`config.mk`:
```
export PLATFORM = sky130hd
export DESIGN_NAME = lvds_serializer_flat
export DESIGN_NICKNAME = d
export VERILOG_FILES = /design/src/rtl/lvds_serializer_if.sv /design/src/rtl/lvds_serializer.sv /design/src/flat_wrapper.sv
export SDC_FILE = /design/constraint.sdc
export NUM_CORES = 1
export LEC_CHECK = 0
export ABC_AREA = 1
export CORE_UTILIZATION = 50
export CTS_CLUSTER_SIZE = 10
export DETAILED_ROUTE_END_ITERATION = 7
export MAX_ROUTING_LAYER = met4
export PLACE_DENSITY = 0.83
export RECOVER_POWER = 100
export SLEW_MARGIN = 40
export SYNTH_ARGS = -nofsm -noshare
export SYNTH_HDL_FRONTEND = slang
export SYNTH_SLANG_ARGS = --single-unit
```
`constraint.sdc`:
```
create_clock -name clk_serial -period 2.7 [get_ports clk_serial]
set_input_delay 0.405 -clock clk_serial [delete_from_list [all_inputs] [get_ports clk_serial]]
set_output_delay 0.405 -clock clk_serial [all_outputs]
set_load 0.01 [all_outputs]
```
`src/rtl/lvds_serializer_if.sv`:
```
// Word handshake between the TX-side word source and lvds_serializer.
interface lvds_serializer_if #(
  parameter int unsigned DATA_W = 8
);
  logic [DATA_W-1:0] s_data;
  logic              s_valid;
  logic              s_ready;

  modport master (output s_data, output s_valid, input s_ready);
  modport slave  (input s_data, input s_valid, output s_ready);
endinterface

```
`src/rtl/lvds_serializer.sv`:
```
// Parallel-to-serial LVDS TX stage: frame pulse, then MSB-first bits, then a one-cycle gap.
// `LVDS_SER_FIFO_EN selects a FIFO_DEPTH-entry input FIFO instead of a single holding register.
module lvds_serializer #(
  parameter int unsigned PARALLEL_WIDTH = 8,
  parameter int unsigned FIFO_DEPTH     = 4,
  parameter int unsigned CNT_WIDTH      = 16
) (
  input  logic                 clk_serial,
  input  logic                 reset_n,
  lvds_serializer_if.slave     s_if,
  output logic                 tx_frame_pulse,
  output logic                 tx_lvds_out_p,
  output logic                 tx_lvds_out_n,
  output logic                 ser_busy,
  output logic [CNT_WIDTH-1:0] frame_count
);

  localparam int unsigned W     = PARALLEL_WIDTH;
  localparam int unsigned BIT_W = $clog2(W);

  if (PARALLEL_WIDTH < 2) begin : g_bad_width
    $error("lvds_serializer: PARALLEL_WIDTH must be >= 2");
  end
  if ((FIFO_DEPTH < 2) || ((FIFO_DEPTH & (FIFO_DEPTH - 1)) != 0)) begin : g_bad_depth
    $error("lvds_serializer: FIFO_DEPTH must be a power of 2 and >= 2");
  end

  typedef enum logic [1:0] {IDLE, START, SHIFT, GAP} state_t;

  state_t               r_state, w_state_nxt;
  logic [W-1:0]         r_shift, w_shift_nxt;
  logic [BIT_W-1:0]     r_bit, w_bit_nxt;
  logic [CNT_WIDTH-1:0] r_frame_cnt, w_frame_cnt_nxt;
  logic                 r_pulse, w_pulse_nxt;
  logic                 r_p, w_p_nxt;
  logic                 r_n;
  logic                 r_busy, w_busy_nxt;
  logic                 r_rdy_en;
  logic                 w_push, w_pop, w_empty, w_full;
  logic [W-1:0]         w_head;

  // START always consumes the head word, so a full buffer can still take a word that cycle
  assign w_pop       = (r_state == START);
  assign s_if.s_ready = r_rdy_en & (~w_full | w_pop);
  assign w_push      = s_if.s_valid & s_if.s_ready;

`ifdef LVDS_SER_FIFO_EN
  localparam int unsigned AW = $clog2(FIFO_DEPTH);

  logic [W-1:0] r_mem [FIFO_DEPTH];
  logic [AW:0]  r_wr_ptr, r_rd_ptr;

  assign w_empty = (r_wr_ptr == r_rd_ptr);
  assign w_full  = (r_wr_ptr[AW] != r_rd_ptr[AW]) && (r_wr_ptr[AW-1:0] == r_rd_ptr[AW-1:0]);
  assign w_head  = r_mem[r_rd_ptr[AW-1:0]];

  always_ff @(posedge clk_serial or negedge reset_n) begin
    if (!reset_n) begin
      r_wr_ptr <= '0;
      r_rd_ptr <= '0;
    end else begin
      if (w_push) r_wr_ptr <= r_wr_ptr + (AW+1)'(1);
      if (w_pop)  r_rd_ptr <= r_rd_ptr + (AW+1)'(1);
    end
  end

  always_ff @(posedge clk_serial) begin
    if (w_push) r_mem[r_wr_ptr[AW-1:0]] <= s_if.s_data;
  end
`else
  logic [W-1:0] r_hold;
  logic         r_full;

  assign w_empty = ~r_full;
  assign w_full  = r_full;
  assign w_head  = r_hold;

  always_ff @(posedge clk_serial or negedge reset_n) begin
    if (!reset_n) begin
      r_full <= 1'b0;
      r_hold <= '0;
    end else begin
      r_full <= w_push | (r_full & ~w_pop);
      if (w_push) r_hold <= s_if.s_data;
    end
  end
`endif

  // State register; outputs are registered from their next-cycle values
  always_ff @(posedge clk_serial or negedge reset_n) begin
    if (!reset_n) begin
      r_state     <= IDLE;
      r_shift     <= '0;
      r_bit       <= '0;
      r_frame_cnt <= '0;
      r_pulse     <= 1'b0;
      r_p         <= 1'b0;
      r_n         <= 1'b1;
      r_busy      <= 1'b0;
      r_rdy_en    <= 1'b0;
    end else begin
      r_state     <= w_state_nxt;
      r_shift     <= w_shift_nxt;
      r_bit       <= w_bit_nxt;
      r_frame_cnt <= w_frame_cnt_nxt;
      r_pulse     <= w_pulse_nxt;
      r_p         <= w_p_nxt;
      r_n         <= ~w_p_nxt;
      r_busy      <= w_busy_nxt;
      r_rdy_en    <= 1'b1;
    end
  end

  // A word arriving this cycle counts as pending so the pulse follows acceptance by one cycle
  always_comb begin
    w_state_nxt     = r_state;
    w_shift_nxt     = r_shift;
    w_bit_nxt       = r_bit;
    w_frame_cnt_nxt = r_frame_cnt;
    w_pulse_nxt     = 1'b0;
    w_p_nxt         = 1'b0;
    w_busy_nxt      = 1'b0;
    unique case (r_state)
      IDLE: begin
        if (!w_empty || w_push) begin
          w_state_nxt = START;
          w_pulse_nxt = 1'b1;
          w_busy_nxt  = 1'b1;
        end
      end
      START: begin
        w_shift_nxt = {w_head[W-2:0], 1'b0};
        w_p_nxt     = w_head[W-1];
        w_bit_nxt   = BIT_W'(W - 1);
        w_busy_nxt  = 1'b1;
        w_state_nxt = SHIFT;
      end
      SHIFT: begin
        if (r_bit == '0) begin
          w_state_nxt     = GAP;
          w_frame_cnt_nxt = r_frame_cnt + CNT_WIDTH'(1);
        end else begin
          w_p_nxt     = r_shift[W-1];
          w_shift_nxt = {r_shift[W-2:0], 1'b0};
          w_bit_nxt   = r_bit - BIT_W'(1);
          w_busy_nxt  = 1'b1;
        end
      end
      GAP: begin
        if (!w_empty || w_push) begin
          w_state_nxt = START;
          w_pulse_nxt = 1'b1;
          w_busy_nxt  = 1'b1;
        end else begin
          w_state_nxt = IDLE;
        end
      end
      default: w_state_nxt = IDLE;
    endcase
  end

  assign tx_frame_pulse = r_pulse;
  assign tx_lvds_out_p  = r_p;
  assign tx_lvds_out_n  = r_n;
  assign ser_busy       = r_busy;
  assign frame_count    = r_frame_cnt;

endmodule

```
`src/flat_wrapper.sv`:
```
// flat-port wrapper written by rule: the top's interface ports become plain ports
module lvds_serializer_flat 
#(
  parameter int unsigned PARALLEL_WIDTH = 8,
  parameter int unsigned FIFO_DEPTH     = 4,
  parameter int unsigned CNT_WIDTH      = 16
)
  (clk_serial, reset_n, tx_frame_pulse, tx_lvds_out_p, tx_lvds_out_n, ser_busy, frame_count, s_if_s_data, s_if_s_valid, s_if_s_ready);
  lvds_serializer_if #(.DATA_W((8))) s_if_i ();
  input  logic clk_serial;
  input  logic reset_n;
  output logic tx_frame_pulse;
  output logic tx_lvds_out_p;
  output logic tx_lvds_out_n;
  output logic ser_busy;
  output logic [CNT_WIDTH-1:0] frame_count;
  input wire logic [$bits(s_if_i.s_data)-1:0] s_if_s_data;
  input wire logic [$bits(s_if_i.s_valid)-1:0] s_if_s_valid;
  output wire logic [$bits(s_if_i.s_ready)-1:0] s_if_s_ready;
  assign s_if_i.s_data = s_if_s_data;
  assign s_if_i.s_valid = s_if_s_valid;
  assign s_if_s_ready = s_if_i.s_ready;
  lvds_serializer #(.PARALLEL_WIDTH(PARALLEL_WIDTH), .FIFO_DEPTH(FIFO_DEPTH), .CNT_WIDTH(CNT_WIDTH)) u_core (.clk_serial(clk_serial), .reset_n(reset_n), .s_if(s_if_i), .tx_frame_pulse(tx_frame_pulse), .tx_lvds_out_p(tx_lvds_out_p), .tx_lvds_out_n(tx_lvds_out_n), .ser_busy(ser_busy), .frame_count(frame_count));
endmodule
```
Word-level counts from Yosys, hierarchy flattened
Cells that the tools add are included.
Word-level totals
  flip-flop bits (word level): 43
  bits in latches: 0
  bits in writable memories: 0
  ROM bits: 0
  input port bits: 11
  output and inout port bits: 21
  logic and storage cells: 49
  memories kept: 0
Operators by class
  $add $sub $neg: 2
  multipliers: 0
  divide/modulo/power cells: 0
  magnitude comparators: 0
  eq/ne operators: 6
  shifts and indexed selects: 0
  muxes and demuxes: 14
  bitwise gates (word level): 8
  reduce and logical (&&, ||, !) cells: 8
Operators by type and width (number)
  $add A16 B1 Y16 const B: 1
  $pmux W8 S2: 1
  $mux W8: 1
  $pmux W2 S4: 1
  $pmux W3 S2: 1
  $reduce_and A2 Y1: 3
  $mux W1: 5
  $eq A2 B2 Y1 const B: 2
  $mux W2: 2
  $ne A2 B1 Y1 const B: 2
  $and A1 B1 Y1: 3
  $logic_not A3 Y1: 1
  $mux W3: 1
  $not A1 Y1: 3
  $pmux W1 S3: 1
  $sub A3 B1 Y3 const B: 1
  $eq A2 B1 Y1 const B: 1
  $logic_not A2 Y1: 1
  $ne A2 B2 Y1 const B: 1
  $or A1 B1 Y1: 2
  $pmux W1 S2: 1
  $reduce_bool A2 Y1: 1
  $reduce_or A2 Y1: 1
  $logic_or A1 B1 Y1: 1

Longest topological paths before layout
Gate-level depths: netlist of the first run.
  word-level depth: 7
  mapped depth: 10
  gate-level depth less buffers: 10

Worst setup path after synthesis of the first run
No wires, ideal clock.
  path kind: register to register
  start: reg u_core.r_state[1]
  end: reg u_core.r_hold[3]
  setup time: 128 ps
  data arrival time: 1348 ps
  data required time: 2572 ps
  slack: 1224 ps
  cell stages (with the launch flop): 8
  buffers on the path: 1
  period minus slack after synthesis: 1476 ps
  cell sequence: dfrtp_1 > inv_1 > ha_1 > inv_2 > nand2_1 > nand3_2 > buf_2 > mux2_1
Between the ends
  word-level cells in the longest chain between the ends: 4
Ends and longest elaborated chain
  start, declared: line lvds_serializer.sv:30  | state_t r_state, w_state_nxt;
  start signal, assigned: line lvds_serializer.sv:102  | r_state <= w_state_nxt;
  $eq A2 B1 Y1: line lvds_serializer.sv:43  | assign w_pop = (r_state == START);
  $or A1 B1 Y1: line lvds_serializer.sv:44  | assign s_if.s_ready = r_rdy_en & (~w_full | w_pop);
  $and A1 B1 Y1: line lvds_serializer.sv:44
  $and A1 B1 Y1: line lvds_serializer.sv:45  | assign w_push = s_if.s_valid & s_if.s_ready;
  end signal, assigned: line lvds_serializer.sv:84  | if (w_push) r_hold <= s_if.s_data;
  end, declared: line lvds_serializer.sv:71  | logic [W-1:0] r_hold;
No other way between the ends.
A chain may end at the register's enable or synchronous reset.

Worst setup path after layout of the first run
  start: reg u_core.r_state[0]
  end: reg u_core.r_frame_cnt[12], in the netlist u_core.frame_count[12]
Between the ends
  word-level cells in the longest chain between the ends: 2
Ends and longest elaborated chain
  $eq A2 B2 Y1: line lvds_serializer.sv:123  | unique case (r_state)
  $reduce_and A2 Y1 (no line)
  end signal, assigned: line lvds_serializer.sv:105  | r_frame_cnt <= w_frame_cnt_nxt;
  end, declared: line lvds_serializer.sv:33  | logic [CNT_WIDTH-1:0] r_frame_cnt, w_frame_cnt_nxt;
No other way between the ends.

==> results.yml, run 1 <==
timing:
  min_period_ns: 2.266
  drv_slew: 43
  finClkSkew_ns: 0.006450
  max_freq_mhz: 441.4
  rsz0062_at_grt: "no"
  post-route-period-util: 0.8391
  hold_violations: 0
  setup_tns_ns: 0
  timing.slew.headroom: -0.4333
  setup_violations: 0
  tightest_slew_ns: 2.150
grt:
  grt_pass1_vias: 1398
  grt_max_degree: 43
  grtUsageTotal: 0.1917
  antenna_found_initial: 0
  grt_overflow: 0
  grt_pass1_wl_um: 6044
pwr:
  power.net_switching_uw: 760.4
  power.leakage_nw: 1.243
  power.density_nw_per_um2: 848.7
  pwr-share-clk: 0.202
  combPwrFrac: 0.353
  p_int_mw: 1.294
  seqPwrFrac: 0.445
  switching_share: 0.3701
  vdd_ir_drop_max_uv: 632.8
finish:
  seq_area_um2: 1052
  fin_util: 0.6374
  diodes: 0
  multiInputGateArea_um2: 813.3
  syn2layout_area_growth_pct: 18.64
  fillCellCount: 338
  drive_above_1_share: 0.05344
  fin_nets: 279
run:
  maxCapViolCount: 1
setup_path:
  cp_slowest_cell: "dfrtp_1"
  worst_setup_path_end_kind: "flop"
  startpoint_type: "flop"
  path_max_fanout: 8
  path_cells: "inv_1 -> ha_1 -> nand3_1 -> nor2_1 -> nand2_4 -> nor2_1 -> nand2_1 -> nand2_1 -> nand2_1"
  slowest_delay_ns: 0.43
  critPathRequiredTime_ns: 2.89
  path_class: "reg -> reg"
  arrival_ns: 2.46
  cp_common_cell: "nand2_1"
floorplan:
  rows: 22
  die_area_um2: 4341
  core-area_um2: 3799
  start_util: 0.5372
  io_pins: 32
  dieHeight_um: 65.89
  die_w_um: 65.89
synthesis:
  async_flop_share: 1.000
  synth_cells: 226
  synth_ff_type: "dfrtp_1"
  synth-simple-area-share: 0.2520
  synthesis.nets: 244
  synth_compound_gate_area_share: 0.05763
  synthMuxAreaShare: 0.02759
  synth_area_per_cell_um2: 9.030
  yosysTopAreaCell: "dfrtp_1"
  synth_xor_area_frac: 0.04292
  synth_fa_ha_area_frac: 0.04292
  synth.most_common_cell: "nand2_1"
  synth_cell_types: 34
  ys_seq_area_frac: 0.5156
  ys_top_cells_by_area: "dfrtp_1 (50%), nand2_1 (12%), ha_1 (4.3%)"
  syn_area_um2: 2041
  synth_top_area_frac: 0.5028
  ys_ff_latch: 42
  yosysWarnings: 0
  synth_edf_count: 0
  yosys-top-cells-count: "nand2_1 (66), dfrtp_1 (41), inv_1 (23)"
  synth_top_family_by_area: "simple AND/OR/NAND/NOR gates"
clock_tree:
  cts-htree-levels: 2
  clkTransAtPathRegs_ns: 0.09
  cts-root-buf: "clkbuf_8"
  postCtsHoldBufs: 0
  postCtsSetupBuffers: 0
  clk_path_buf_depth: 2
  insertion_delay_ns: 0.30
  cts_resized: 0
  tritoncts: "built"
  cts_buffers: 5
  cts.sinks: 42
route:
  detail_route.vias_per_cell: 4.939
  drc: 0
  detail_route.iter0.violations: 90
  wirelength_um: 3534
  vias: 1531
  dr.pass1.iters: 4
  wl_per_cell_um: 11.40
  ant_nets: 0
placement:
  gp_congestion: 0.8329
  numPortBuffers: 31
  dp_hpwl_um: 2550
worst_hold_path:
  hold_path_class: "reg -> reg"
status:
  failed_checks: "max-capacitance violations, max-slew violations"
  status: "finished with violations"
## power groups by stage
| stage | combinational (mW) | clock, mW | sequential [mW] |
|---|---|---|---|
| floorplan | 0.590 | 0 | 0.921 |
| global placement | 0.738 | 0 | 0.922 |
| detailed placement | 0.765 | 0 | 0.928 |
| CTS | 0.768 | 0.428 | 0.917 |
| global route | 0.837 | 0.458 | 0.938 |
| finish | 0.725 | 0.416 | 0.914 |
## final cells by class
| cell class | count | share of cell area |
|---|---|---|
| Inverter | 26 | 0.04031 |
| Timing Repair Buffer | 31 | 0.1256 |
| Tap cell | 48 | 0.02481 |
| Clock inverter | 3 | 0.01034 |
| Sequential cell | 42 | 0.4346 |
| Multi-Input combinational cell | 155 | 0.3359 |
| Clock buffer | 5 | 0.02842 |
## sequential cells by signal, summed over array words and instances, names as in the netlist
| name | cells |
|---|---|
| u_core.frame_count | 16 |
| u_core.r_bit | 3 |
| u_core.r_full | 1 |
| u_core.r_hold | 8 |
| u_core.r_rdy_en | 1 |
| u_core.r_shift | 7 |
| u_core.r_state | 2 |
| u_core.ser_busy | 1 |
| u_core.tx_frame_pulse | 1 |
| u_core.tx_lvds_out_n | 1 |
| u_core.tx_lvds_out_p | 1 |
## layer usage
metal  vias to the layer above  wire, µm  track usage
met5                         -         0            -
met4                         0        75      0.09511
met3                         8       125      0.04655
met2                        28      1652       0.3023
met1                       710      1681       0.2285
li1                        785         -            -
## path summary, 6_finish.rpt
| check | startpoint | endpoint | slack (ns) | cells past startpoint |
|---|---|---|---|---|
| setup / recovery | u_core.r_state[0]$_DFFE_PN0P_ | u_core.frame_count[12]$_DFFE_PN0P_ | 0.43 | 9 |
| hold / removal | u_core.r_shift[1]$_DFFE_PN0P_ | u_core.r_shift[1]$_DFFE_PN0P_ | 0.49 | 2 |
| setup reg to reg | u_core.r_state[0]$_DFFE_PN0P_ | u_core.frame_count[12]$_DFFE_PN0P_ | 0.43 | 9 |
| hold reg to reg | u_core.r_shift[1]$_DFFE_PN0P_ | u_core.r_shift[1]$_DFFE_PN0P_ | 0.49 | 2 |
| max in group asynchronous | reset_n | u_core.frame_count[4]$_DFFE_PN0P_ | 0.75 | 1 |
| min in group asynchronous | reset_n | u_core.r_shift[5]$_DFFE_PN0P_ | 0.72 | 1 |
## kinds of logic (layout without fill, tap and decap cells)
| group | Yosys count | after routing |
|---|---|---|
| other cells | 1 | 1 |
| simple gates | 112 | 112 |
| compound gates | 20 | 20 |
| flops | 42 | 42 |
| mux | 5 | 5 |
| buf+inv | 29 | 65 |
| fa+ha+maj | 7 | 7 |
| xor+xnor | 10 | 10 |
## stage by stage
stage                     instance area (µm²)  hold slack, ns  setup WS (ns)  total power, mW  cells
after CTS                                2479         0.08850         0.5366            2.113    310
after global routing                     2421          0.5277         0.2329            2.233    310
after floorplan                          2041          0.1094          1.224            1.511    226
after detailed placement                 2385          0.4197         0.8768            1.693    302
final                                    2421          0.4921         0.4344            2.055    310
after global placement                   2382          0.4721         0.9151            1.660    302
## worst max-delay path: cells and delay by family, from the launching register on
kind	cells	cell delay, ns
and+or+nand+nor	7	1.32
adders and majority gates	1	0.30
DFF	1	0.43
buffers and inverters	1	0.10
## placed cells by master, fill, tap and decap left out, types with 2 or more instances in the layout
cell type / count
nand3_1: 11
dfrtp_1: 41
ha_1: 7
a31oi_1: 5
dlygate4sd3_1: 21
nand3b_1: 2
mux2_2: 2
o211ai_1: 2
inv_1: 25
xnor2_1: 4
a21oi_1: 3
clkbuf_8: 5
nand2_1: 67
o21ai_0: 6
mux2_1: 3
nor2_1: 26
clkdlybuf4s50_1: 9
xor2_1: 6
nand4_1: 3
Power figures use the tool's default switching activity.
==> run 2, diff against run 1 <==
==> constraint.sdc (replaced) <==
create_clock -name clk_serial -period 2.4 [get_ports clk_serial]
set_input_delay 0.36 -clock clk_serial [delete_from_list [all_inputs] [get_ports clk_serial]]
set_output_delay 0.36 -clock clk_serial [all_outputs]
set_load 0.01 [all_outputs]
==> results.yml, run 2 (synthesis gave the netlist of run 1 again) <==
grt:
  antenna_found_initial: 0
  grt_max_degree: 43
  grtUsageTotal: 0.2027
  grt_pass1_vias: 1516
  grt_overflow: 0
  grt_pass1_wl_um: 6375
placement:
  post_dp_cell_area_um2: 2385
  gp_congestion: 0.8169
  dp_hpwl_um: 2659
  placed_cells: 302
  numPortBuffers: 31
setup_path:
  crit_buf_inv: 3
  rr_startpoint: "u_core.r_state[0]$_DFFE_PN0P_"
  r2r_slack_ns: 0.30
  worst_setup_path_end_kind: "primary output"
  critical_path.top_delay_family: "buffers and inverters"
  r2r_end: "u_core.frame_count[9]$_DFFE_PN0P_"
  path_cells: "inv_1 -> ha_1 -> inv_1 -> a21boi_0 -> dlygate4sd3_1"
  startpoint_type: "flop"
  cp_common_cell: "inv_1"
  path_class: "reg -> out"
  path_max_fanout: 4
  critPathRequiredTime_ns: 2.04
  arrival_ns: 1.79
  reg2reg_depth: 6
  cp_slowest_cell: "dlygate4sd3_1"
  slowest_delay_ns: 0.62
route:
  wirelength_um: 3581
  dr.pass1.iters: 4
  drc: 0
  vias: 1526
  ant_nets: 0
  wl_per_cell_um: 11.59
  detail_route.vias_per_cell: 4.939
  detail_route.iter0.violations: 85
floorplan:
  start_util: 0.5372
  die_w_um: 65.89
  core-area_um2: 3799
  die_area_um2: 4341
  rows: 22
  io_pins: 32
  dieHeight_um: 65.89
timing:
  setup_tns_ns: 0
  timing.slew.headroom: 0.3440
  finClkSkew_ns: 0.008081
  post-route-period-util: 0.8949
  rsz0062_at_grt: "no"
  hold_violations: 0
  max_freq_mhz: 465.6
  min_period_ns: 2.148
  drv_slew: 0
  setup_violations: 0
  tightest_slew_ns: 0.9840
pwr:
  vdd_ir_drop_max_uv: 666.0
  power.density_nw_per_um2: 938.5
  power.leakage_nw: 1.253
  p_total_mw: 2.275
finish:
  fin_nets: 279
  syn2layout_area_growth_pct: 18.76
  drive_above_1_share: 0.05364
  final_cells: 309
  layout_commonest_cell: "nand2_1"
  fillCellCount: 329
  layout_common_cells: "nand2_1 (68), dfrtp_1 (41), inv_1 (25)"
  largest_reg_flops: 16
  fin_area_um2: 2424
  diodes: 0
  fin_util: 0.6380
run:
  maxCapViolCount: 0
clock_tree:
  cts_resized: 0
  cts-htree-levels: 2
  postCtsSetupBuffers: 0
  clkTransAtPathRegs_ns: 0.07
  cts.sinks: 42
  cts_buffers: 5
  tritoncts: "built"
  insertion_delay_ns: 0.29
  postCtsHoldBufs: 0
  cts-root-buf: "clkbuf_8"
  clk_path_buf_depth: 2
worst_hold_path:
  hold_path_class: "in -> async"
status:
  status: "completed"
run 2: changes by cell type in the layout (fill, tap and decap cells not counted), sizes merged:
| cell | change |
|---|---|
| clkinv | -1 |
| clkbuf | +2 |
| clkinvlp | -1 |
| inv | -1 |
run 2: metrics by stage:
stage,worst slack [ns],hold WS (ns)
3_3_place_gp,0.6611,0.4737
6_report,0.2523,0.2204
5_1_grt,0.09988,0.3235
4_1_cts,0.2950,0.05555
3_5_place_dp,0.6128,0.3726
2_1_floorplan,0.9245,0.06441
run 2: area by class of cell:
class | instances | area [µm²] | area share
Clock buffer | 7 | 76.32 | 0.03149
Inverter | 26 | 97.59 | 0.04027
Multi-Input combinational cell | 155 | 832.0 | 0.3433
Sequential cell | 42 | 1052 | 0.4342
Tap cell | 48 | 60.06 | 0.02478
Timing Repair Buffer | 31 | 305.3 | 0.1260
run 2: worst max-delay path by stage:
stage	start	end	slack [ns]	cells past startpoint
floorplan	u_core.r_state[1]$_DFFE_PN0P_	u_core.r_hold[3]$_DFFE_PN0P_	0.92	7
detailed placement	u_core.r_state[1]$_DFFE_PN0P_	s_if_s_ready	0.61	5
global route	u_core.r_state[0]$_DFFE_PN0P_	u_core.r_shift[7]$_DFFE_PN0P_	0.1	7
finish	u_core.r_state[1]$_DFFE_PN0P_	s_if_s_ready	0.25	5
CTS	u_core.r_state[1]$_DFFE_PN0P_	s_if_s_ready	0.29	5
global placement	u_core.r_state[1]$_DFFE_PN0P_	s_if_s_ready	0.66	5
run 2: worst register-to-register path: cells and delay by family, from the launching register on:
| kind | cells | cell delay (ns) |
|---|---|---|
| buf+inv | 1 | 0.10 |
| xor+xnor | 1 | 0.17 |
| simple gates | 3 | 0.99 |
| flops | 1 | 0.43 |
| fa+ha+maj | 1 | 0.30 |
run 2: per-layer routing:
layer	up-vias	GRT usage	wire length [µm]
li1	779	-	-
met1	717	0.2455	1671
met2	23	0.3138	1728
met3	7	0.04828	111
met4	0	0.1060	70
met5	-	-	0
run 2: report_power, final:
group | internal [mW] | leakage, nW | switching (mW)
combinational | 0.318 | 0.700 | 0.503
clock | 0.200 | 0.0383 | 0.221
sequential | 0.928 | 0.515 | 0.103
